$ cat src/rtl/seq_det_pkg.sv
// Shared state encoding and default sizing for the serial-detector scheduler.
package seq_det_pkg;

    typedef enum logic [2:0] {
        S_IDLE  = 3'd0,
        S_CLR   = 3'd1,
        S_SHIFT = 3'd2,
        S_DRAIN = 3'd3,
        S_DONE  = 3'd4
    } state_e;

    localparam int NREQ_DEF    = 4;
    localparam int FRAME_W_DEF = 8;
    localparam int DET_LAT_DEF = 1;

endpackage

$ cat src/rtl/rr_arbiter.sv
// Round-robin picker: first request after the last winner, with wrap.
module rr_arbiter #(
    parameter int NREQ = 4
) (
    input  logic                    clk,
    input  logic                    rst_n,
    input  logic [NREQ-1:0]         req_i,
    input  logic                    en_i,
    output logic [NREQ-1:0]         gnt_o,
    output logic [$clog2(NREQ)-1:0] idx_o,
    output logic                    vld_o
);
    localparam int IW = $clog2(NREQ);

    logic [IW-1:0] last_q;

    // Scan farthest-first so the nearest requester after last_q wins.
    always_comb begin
        int            j;
        logic [IW-1:0] jj;
        vld_o = 1'b0;
        idx_o = '0;
        gnt_o = '0;
        j     = 0;
        jj    = '0;
        for (int k = NREQ; k >= 1; k--) begin
            j  = (int'(last_q) + k) % NREQ;
            jj = IW'(j);
            if (req_i[jj]) begin
                vld_o = 1'b1;
                idx_o = jj;
            end
        end
        if (vld_o) gnt_o[idx_o] = 1'b1;
    end

    always_ff @(posedge clk or negedge rst_n) begin
        if (!rst_n)              last_q <= IW'(NREQ - 1);
        else if (en_i && vld_o)  last_q <= idx_o;
    end

endmodule

$ cat src/rtl/seq_det_scheduler.sv
// Time-shares one serial pattern detector among NREQ requesters, one frame at a time.
module seq_det_scheduler
    import seq_det_pkg::*;
#(
    parameter int NREQ    = NREQ_DEF,
    parameter int FRAME_W = FRAME_W_DEF,
    parameter int DET_LAT = DET_LAT_DEF
) (
    input  logic                         clk,
    input  logic                         reset,
    input  logic [NREQ-1:0]              req,
    input  logic [NREQ*FRAME_W-1:0]      data_in,
    output logic [NREQ-1:0]              ack,
    output logic [$clog2(FRAME_W+1)-1:0] hit_cnt,
    output logic                         busy,
    output logic [$clog2(NREQ)-1:0]      grant_id,
    output logic                         det_rst_n,
    output logic                         det_in,
    input  logic                         det_out
);
    localparam int IW = $clog2(NREQ);
    localparam int CW = $clog2(FRAME_W + 1);
    localparam int TW = $clog2(FRAME_W + DET_LAT + 1);
    localparam logic [TW-1:0] SHIFT_LAST = TW'(FRAME_W - 1);
    localparam logic [TW-1:0] DRAIN_LAST = TW'(FRAME_W + DET_LAT - 1);
    localparam logic [TW-1:0] SAMP_FIRST = TW'(DET_LAT);

    state_e             state_q, state_d;
    logic [FRAME_W-1:0] sreg_q;
    logic [TW-1:0]      cyc_q;
    logic [CW-1:0]      hit_q;
    logic [IW-1:0]      gid_q;
    logic [NREQ-1:0]    goh_q;

    logic               arb_en, arb_vld, samp;
    logic [NREQ-1:0]    arb_gnt;
    logic [IW-1:0]      arb_idx;

    rr_arbiter #(.NREQ(NREQ)) u_arb (
        .clk   (clk),
        .rst_n (reset),
        .req_i (req),
        .en_i  (arb_en),
        .gnt_o (arb_gnt),
        .idx_o (arb_idx),
        .vld_o (arb_vld)
    );

    always_comb begin
        state_d = state_q;
        arb_en  = 1'b0;
        case (state_q)
            S_IDLE: begin
                arb_en = 1'b1;
                if (arb_vld) state_d = S_CLR;
            end
            S_CLR:   state_d = S_SHIFT;
            S_SHIFT: if (cyc_q == SHIFT_LAST) state_d = S_DRAIN;
            S_DRAIN: if (cyc_q == DRAIN_LAST) state_d = S_DONE;
            S_DONE:  state_d = S_IDLE;
            default: state_d = S_IDLE;
        endcase
    end

    // cyc_q counts from the first SHIFT cycle; det_out lags det_in by DET_LAT.
    assign samp = (cyc_q >= SAMP_FIRST) && det_out;

    always_ff @(posedge clk or negedge reset) begin
        if (!reset) begin
            state_q <= S_IDLE;
            sreg_q  <= '0;
            cyc_q   <= '0;
            hit_q   <= '0;
            gid_q   <= '0;
            goh_q   <= '0;
        end else begin
            state_q <= state_d;
            case (state_q)
                S_IDLE: if (arb_vld) begin
                    sreg_q <= data_in[arb_idx*FRAME_W +: FRAME_W];
                    gid_q  <= arb_idx;
                    goh_q  <= arb_gnt;
                end
                S_CLR: begin
                    cyc_q <= '0;
                    hit_q <= '0;
                end
                S_SHIFT: begin
                    sreg_q <= {sreg_q[FRAME_W-2:0], 1'b0};
                    cyc_q  <= cyc_q + TW'(1);
                    if (samp) hit_q <= hit_q + CW'(1);
                end
                S_DRAIN: begin
                    cyc_q <= cyc_q + TW'(1);
                    if (samp) hit_q <= hit_q + CW'(1);
                end
                default: ;
            endcase
        end
    end

    assign ack       = (state_q == S_DONE) ? goh_q : '0;
    assign busy      = (state_q != S_IDLE);
    assign grant_id  = gid_q;
    assign hit_cnt   = hit_q;
    assign det_rst_n = (state_q == S_SHIFT) || (state_q == S_DRAIN);
    assign det_in    = (state_q == S_SHIFT) && sreg_q[FRAME_W-1];

endmodule

$ cat config.mk
export PLATFORM = sky130hd
export DESIGN_NAME = seq_det_scheduler
export DESIGN_NICKNAME = d
export VERILOG_FILES = /design/src/rtl/seq_det_pkg.sv /design/src/rtl/rr_arbiter.sv /design/src/rtl/seq_det_scheduler.sv
export SDC_FILE = /design/constraint.sdc
export NUM_CORES = 1
export LEC_CHECK = 0
export ABC_AREA = 1
export BUFFER_PORTS_ARGS = -buffer_cell sky130_fd_sc_hd__buf_2
export CAP_MARGIN = 20
export CORE_MARGIN = 2
export CORE_UTILIZATION = 56
export DETAILED_ROUTE_END_ITERATION = 8
export GPL_ROUTABILITY_DRIVEN = 1
export PLACE_DENSITY = 0.85
export RECOVER_POWER = 25
export REMOVE_ABC_BUFFERS = 1
export SLEW_MARGIN = 20
export SYNTH_ARGS = -nofsm -noshare
export SYNTH_HDL_FRONTEND = slang
export SYNTH_SLANG_ARGS = --single-unit
$ cat constraint.sdc
create_clock -name clk -period 5.62 [get_ports clk]
set_input_delay 0.562 -clock clk [delete_from_list [all_inputs] [get_ports clk]]
set_output_delay 0.562 -clock clk [all_outputs]
set_load 0.02 [all_outputs]
## Word-level counts from Yosys, hierarchy flattened

Index checks and enable logic that the tools add are counted.

- Bits of input ports: 39
- Flip-flop bits (word level): 27

- Mux-type cells: 29
- Eq/ne operators: 10
- Shifts and indexed selects: 1
- Add/sub/neg operators: 6
- Reductions and logical operators: 14
- Order comparisons: 7

Operator list:

| cell | number |
|---|---|
| 32-bit by 6-bit indexed part select with 8-bit output | 1 |
| 4-bit case mux with 2 select lines | 2 |
| 8-bit case mux with 2 select lines | 1 |
| 2-bit by 3-bit less-than comparator with 1-bit output (second input constant) | 5 |
| 3-bit case mux with 4 select lines | 1 |
| 1-bit 2-to-1 mux | 10 |
| 3-bit 2-to-1 mux | 3 |
| 4-bit by 1-bit adder with 4-bit output (second input constant) | 2 |
| 1-bit binary-select mux with 2-bit select | 4 |
| 2-bit 2-to-1 mux | 4 |
| 4-bit 2-to-1 mux | 2 |
| 8-bit 2-to-1 mux | 1 |
| 3-bit by 2-bit equality test with 1-bit output (second input constant) | 2 |
| 2-bit AND reduction | 3 |
| 2-bit by 1-bit adder with 2-bit output (second input constant) | 2 |
| 2-bit adder (second input constant) | 2 |
| 4-bit by 3-bit equality test with 1-bit output (second input constant) | 1 |
| 4-bit equality test (second input constant) | 1 |
| 4-bit by 1-bit greater-or-equal comparator with 1-bit output (second input constant) | 1 |
| 1-bit logical AND | 4 |
| 2-bit by 1-bit inequality test with 1-bit output (second input constant) | 2 |
| 2-bit inequality test (second input constant) | 2 |
| 2-bit nonzero test | 2 |
| 3-bit by 1-bit equality test with 1-bit output (second input constant) | 1 |
| 8 further kinds | 8 |

## Depth between registers and ports, before layout

- Depth in word-level cells: 11
- Gate-level depth with buffers: 16

## Hierarchy

A second synthesis with hierarchy kept.

- Cells, all modules: 286
- Area, all modules: 1954.4 um^2

By module, submodules not included:

| module | cells an instance | instances | area an instance (um^2) |
|---|---|---|---|
| seq_det_scheduler | 215 | 1 | 1515.2 |
| rr_arbiter | 71 | 1 | 439.2 |

## Worst setup path after synthesis

No wires, ideal clock.

- Path kind: reg2reg
- From: register u_arb.last_q[0]
- To: register sreg_q[4]
- Slack: 3844 ps
- Setup time: 121 ps
- Required time: 5499 ps
- Stages on the path, launching flop included: 14
- Arrival: 1654 ps
- Period minus slack after synthesis: 1776 ps
- Cell sequence: dfstp_2 -> buf_6 -> nand2_1 -> nand2_2 -> nand2_2 -> nand2_2 -> inv_2 -> nand3_1 -> nand2_4 -> buf_6 -> nand3_1 -> nand3_1 -> o21bai_1 -> nand2_1

- Cells in the longest elaborated chain, start to end: 10

RTL lines:

| item | RTL line | text |
|---|---|---|
| start, declared | rr_arbiter.sv:15 | `logic [IW-1:0] last_q;` |
| start signal, assigned | rr_arbiter.sv:38 | `if (!rst_n) last_q <= IW'(NREQ - 1);` |
| start signal, assigned | rr_arbiter.sv:39 | `else if (en_i && vld_o) last_q <= idx_o;` |
| 2-bit by 1-bit adder with 2-bit output | rr_arbiter.sv:27 | `j = (int'(last_q) + k) % NREQ;` |
| 1-bit binary-select mux with 2-bit select | rr_arbiter.sv:29 | `if (req_i[jj]) begin` |
| 1-bit 2-to-1 mux (implied by the code) | rr_arbiter.sv:29 |  |
| 2-bit 2-to-1 mux (4 in a row) | rr_arbiter.sv:29 |  |
| 32-bit by 6-bit indexed part select with 8-bit output | seq_det_scheduler.sv:80 | `sreg_q <= data_in[arb_idx*FRAME_W +: FRAME_W];` |
| 8-bit 2-to-1 mux | seq_det_scheduler.sv:79 | `S_IDLE: if (arb_vld) begin` |
| 8-bit case mux with 2 select lines | seq_det_scheduler.sv:78 | `case (state_q)` |
| end signal, assigned | seq_det_scheduler.sv:80 |  |
| end signal, assigned | seq_det_scheduler.sv:89 | `sreg_q <= {sreg_q[FRAME_W-2:0], 1'b0};` |
| end, declared | seq_det_scheduler.sv:29 | `logic [FRAME_W-1:0] sreg_q;` |

Several ways; a longest one is shown, not always the timed one. The select of a mux whose other input is x is not followed.
A chain may end at the register's enable or synchronous reset.

## Final worst setup path

- From: register state_q[0]
- To: output port det_rst_n

- Cells in the longest elaborated chain, start to end: 2

RTL lines:

| item | RTL line | text |
|---|---|---|
| start, declared | seq_det_scheduler.sv:28 | `state_e state_q, state_d;` |
| start signal, assigned | seq_det_scheduler.sv:77 | `state_q <= state_d;` |
| 3-bit by 2-bit equality test with 1-bit output | seq_det_scheduler.sv:106 | `assign det_rst_n = (state_q == S_SHIFT) \|\| (state_q == S_DRAIN);` |
| 1-bit logical OR * | seq_det_scheduler.sv:106 |  |
| end, declared | seq_det_scheduler.sv:17 | `output logic det_rst_n,` |

Mark *: on every way between the ends. The rest lies on a longest branch, timed or not.

==> summary.md <==
| Metric | Value |
|---|---|
| Post-CTS Hold Buffers | `0` |
| Worst setup margin | `3260 ps` |
| R2r setup slk | `3450 ps` |
| HP Class | `flop to flop` |
| Number of distinct library cells after synthesis | `33` |
| CTS tree | `yes` |
| Clock latency on the worst-skew pair | `330 ps` |
| Cell area after layout | `0.00216 mm^2` |
| Post-synth ARST share | `100%` |
| Die H | `61.6 um` |
| WL met2 | `1870 um` |
| Io pins | `52` |
| Final ANT Viol Nets | `0` |
| Critical path, cell by cell | `nor2_1, nand2_1, nand2_1, buf_2` |
| Overall power | `1.42 mW` |
| Inserted Clock Buffers | `3` |
| Global-route usage over all layers | `23.1%` |
| Synthesis-stage register bit count | `27` |
| Uppermost layer routed | `met4` |
| Clock skew | `19.5 ps` |
| RSZ-0062 raised after global routing | `no` |
| Area leader, netlist | `dfrtp_1` |
| Largest stage delay, worst path | `450 ps` |
| CP arrival | `1790 ps` |
| Worst r2r dst | `sreg_q[4]` |
| Post-layout minimum cycle time | `2360 ps` |
| Status | `finished clean` |
| P per Cell Area | `657 mW/mm^2` |
| Max-cap check violation count | `0` |
| HP Start | `grant_id[1]` |
| Die area | `0.00380 mm^2` |
| Post-CTS Setup Bufs | `0` |
| # setup viols final | `0` |
| Drc violations | `0` |
| Min-Delay Endpoint | `grant_id[1]` |
| Final period util | `41.9%` |
| # rows | `20` |
| Clock root buffer | `clkbuf_4` |
| Start point of the critical path | `state_q[0]` |
| CORE AREA | `0.00310 mm^2` |
| Synth top area cells | `dfrtp_1 (34%), nand2_1 (20%), nand3_1 (8.3%)` |
| Final GP Congestion | `0.828` |
| Critical path's slowest cell | `dfrtp_1` |
| Crit path top cell by count | `nand2_1` |
| Synth top area share | `33.6%` |
| Clk sink count | `27` |
| DP Area | `0.00213 mm^2` |
| First DRT Iteration DRCs | `87` |
| CTS resizes | `0` |
| Clock transition at path regs | `120 ps` |
| Detailed-route via count | `1814` |
| IO Port Bufs | `51` |
| Layout cell share with drive strength beyond 1 | `26.1%` |
| Final Max Tran Viols | `0` |
| Worst setup EP type | `output pin` |
| Post-synth EDFFs | `0` |
| Final hold vios | `0` |
| CP startpoint kind | `flop` |
| Maximum vdd ir drop | `0.000352 V` |
| Leak | `1.23 nW` |
| Setup Total Neg Slack | `0 ps` |
| TritonRoute pass-1 iters | `4` |
| Drt wl/cell | `10.7 um` |
| Max-slew headroom | `6.24%` |
| Dpl cells | `358` |
| First-pass GRT wire length | `6760 um` |
| Layout area overhead | `16.0%` |
| Seq/Total Area, Yosys | `36.5%` |
| Synthesized area | `0.00186 mm^2` |
| Measured slew at the worst slew-check pin | `1410 ps` |
| Top_reg_cell synth | `dfrtp_1` |
| Critical Path RT | `5060 ps` |
| Initial core utilization | `59.9%` |
| Peak fanout along the critical path | `13` |
| Die X | `61.6 um` |
| Synth top cells by count | `nand2_1 (101), nand3_1 (31), inv_1 (30)` |
| Largest net degree at the start of global routing | `28` |
| YS warnings | `0` |
| Clock buffer depth | `2` |
| Detailed Place HPWL | `3060 um` |
| Diodes inserted | `0` |
| Post-Layout Cell Count | `362` |
| Cells after synthesis | `268` |
| F_max | `0.424 GHz` |
| Vias in the first global route | `1748` |
| GRT overflow | `0` |
| Vias per cell | `5.01` |
| Detail Route met3 WL | `133 um` |
| Most frequent cell after synthesis | `nand2_1` |
| Setup WS pre-CTS | `3440 ps` |
| Hold-critical path depth | `2` |
| R2R Path Start | `u_arb.last_q[0]` |
| Synth Area per Inst | `6.94 um^2` |
| Depth of the most critical reg-to-reg path | `11` |
| Routed wire length | `3880 um` |
| Nets@finish | `362` |
| CP Class | `flop to output pin` |
| H-Tree Depth | `1` |
| DRT met1 WL | `1820 um` |
| Antenna violations before repair | `0` |
## layout by cell type (no fill, tap or decap)
cell / netlist / layout
a21boi_2: 1 / 1
a22o_1: 1 / 1
buf_2: 1 / 50
clkbuf_1: 1 / 1
clkbuf_4: 0 / 3
clkinv_2: 0 / 1
dfrtp_1: 25 / 25
dfstp_2: 2 / 2
ha_1: 4 / 4
inv_1: 30 / 30
inv_2: 3 / 3
inv_8: 1 / 1
mux2i_1: 1 / 1
nand2_1: 101 / 101
nand2_2: 13 / 13
nand2_4: 1 / 1
nand3_1: 31 / 31
nand3_2: 2 / 2
nand4_1: 1 / 1
nor2_1: 13 / 13
nor2_2: 4 / 4
nor2_4: 1 / 1
nor3_4: 1 / 1
o21a_1: 1 / 1
o21ai_0: 11 / 11
o21ai_1: 1 / 1
o21bai_1: 3 / 3
o22ai_1: 4 / 4
o311ai_0: 1 / 1
o31ai_1: 3 / 3
o32ai_1: 1 / 1
xnor2_1: 1 / 1
xor2_1: 1 / 1
## per-stage QoR
step                      hold WS, ps  util (%)
after floorplan                   266         -
after global placement            460      68.7
after detailed placement          457      68.7
after CTS                         223      69.6
after global routing              515      69.5
final                             496      69.5
## worst max path at each step
stage	cells after the start	endpoint
after floorplan	11	sreg_q[1]
after detailed placement	11	sreg_q[4]
after global routing	4	det_rst_n
after global placement	11	sreg_q[3]
after CTS	4	det_rst_n
final	4	det_rst_n
## critical path: cells and delay by family (launching register included)
| kind | cells | cell delay [ps] |
|---|---|---|
| buffers and inverters | 1 | 210 |
| DFF | 1 | 450 |
| and+or+nand+nor | 3 | 830 |
## final cells by class
type / instances / area, um^2
Multi-Input combinational cell: 202 / 1010
Fill cell: 295 / 946
Sequential cell: 27 / 678
Timing Repair Buffer: 51 / 254
Inverter: 34 / 135
Tap cell: 44 / 55.1
Clock buffer: 3 / 22.5
Clock inverter: 1 / 5.00
## routing by layer
| metal | global-route usage [%] | up-vias |
|---|---|---|
| met4 | 6.38 | 0 |
| li1 | - | 948 |
| met3 | 5.04 | 6 |
| met2 | 39.5 | 32 |
| met1 | 29.4 | 828 |
| met5 | 0 | - |
## logic make-up after synthesis
logic type | after synthesis | synth area share (%)
AND/OR/NAND/NOR | 168 | 40.6
buffers and inverters | 39 | 9.35
AO/OA/AOI/OAI | 27 | 9.42
flip-flops | 27 | 36.5
adder cells (fa/ha/maj) | 4 | 2.69
XOR/XNOR | 2 | 0.942
multiplexers | 1 | 0.538
## sequential cells by signal, indices dropped and copies added (netlist names)
signal,count
sreg_q,8
state_q,3
cyc_q,4
hit_cnt,4
grant_id,2
goh_q,4
u_arb.last_q,2
## report_power, final
part / switching, mW / leakage [nW] / internal [mW]
registers: 0.0657 / 0.341 / 0.286
clock network: 0.0546 / 0.0177 / 0.0267
logic: 0.661 / 0.872 / 0.322
Power figures use the tool's default switching activity.
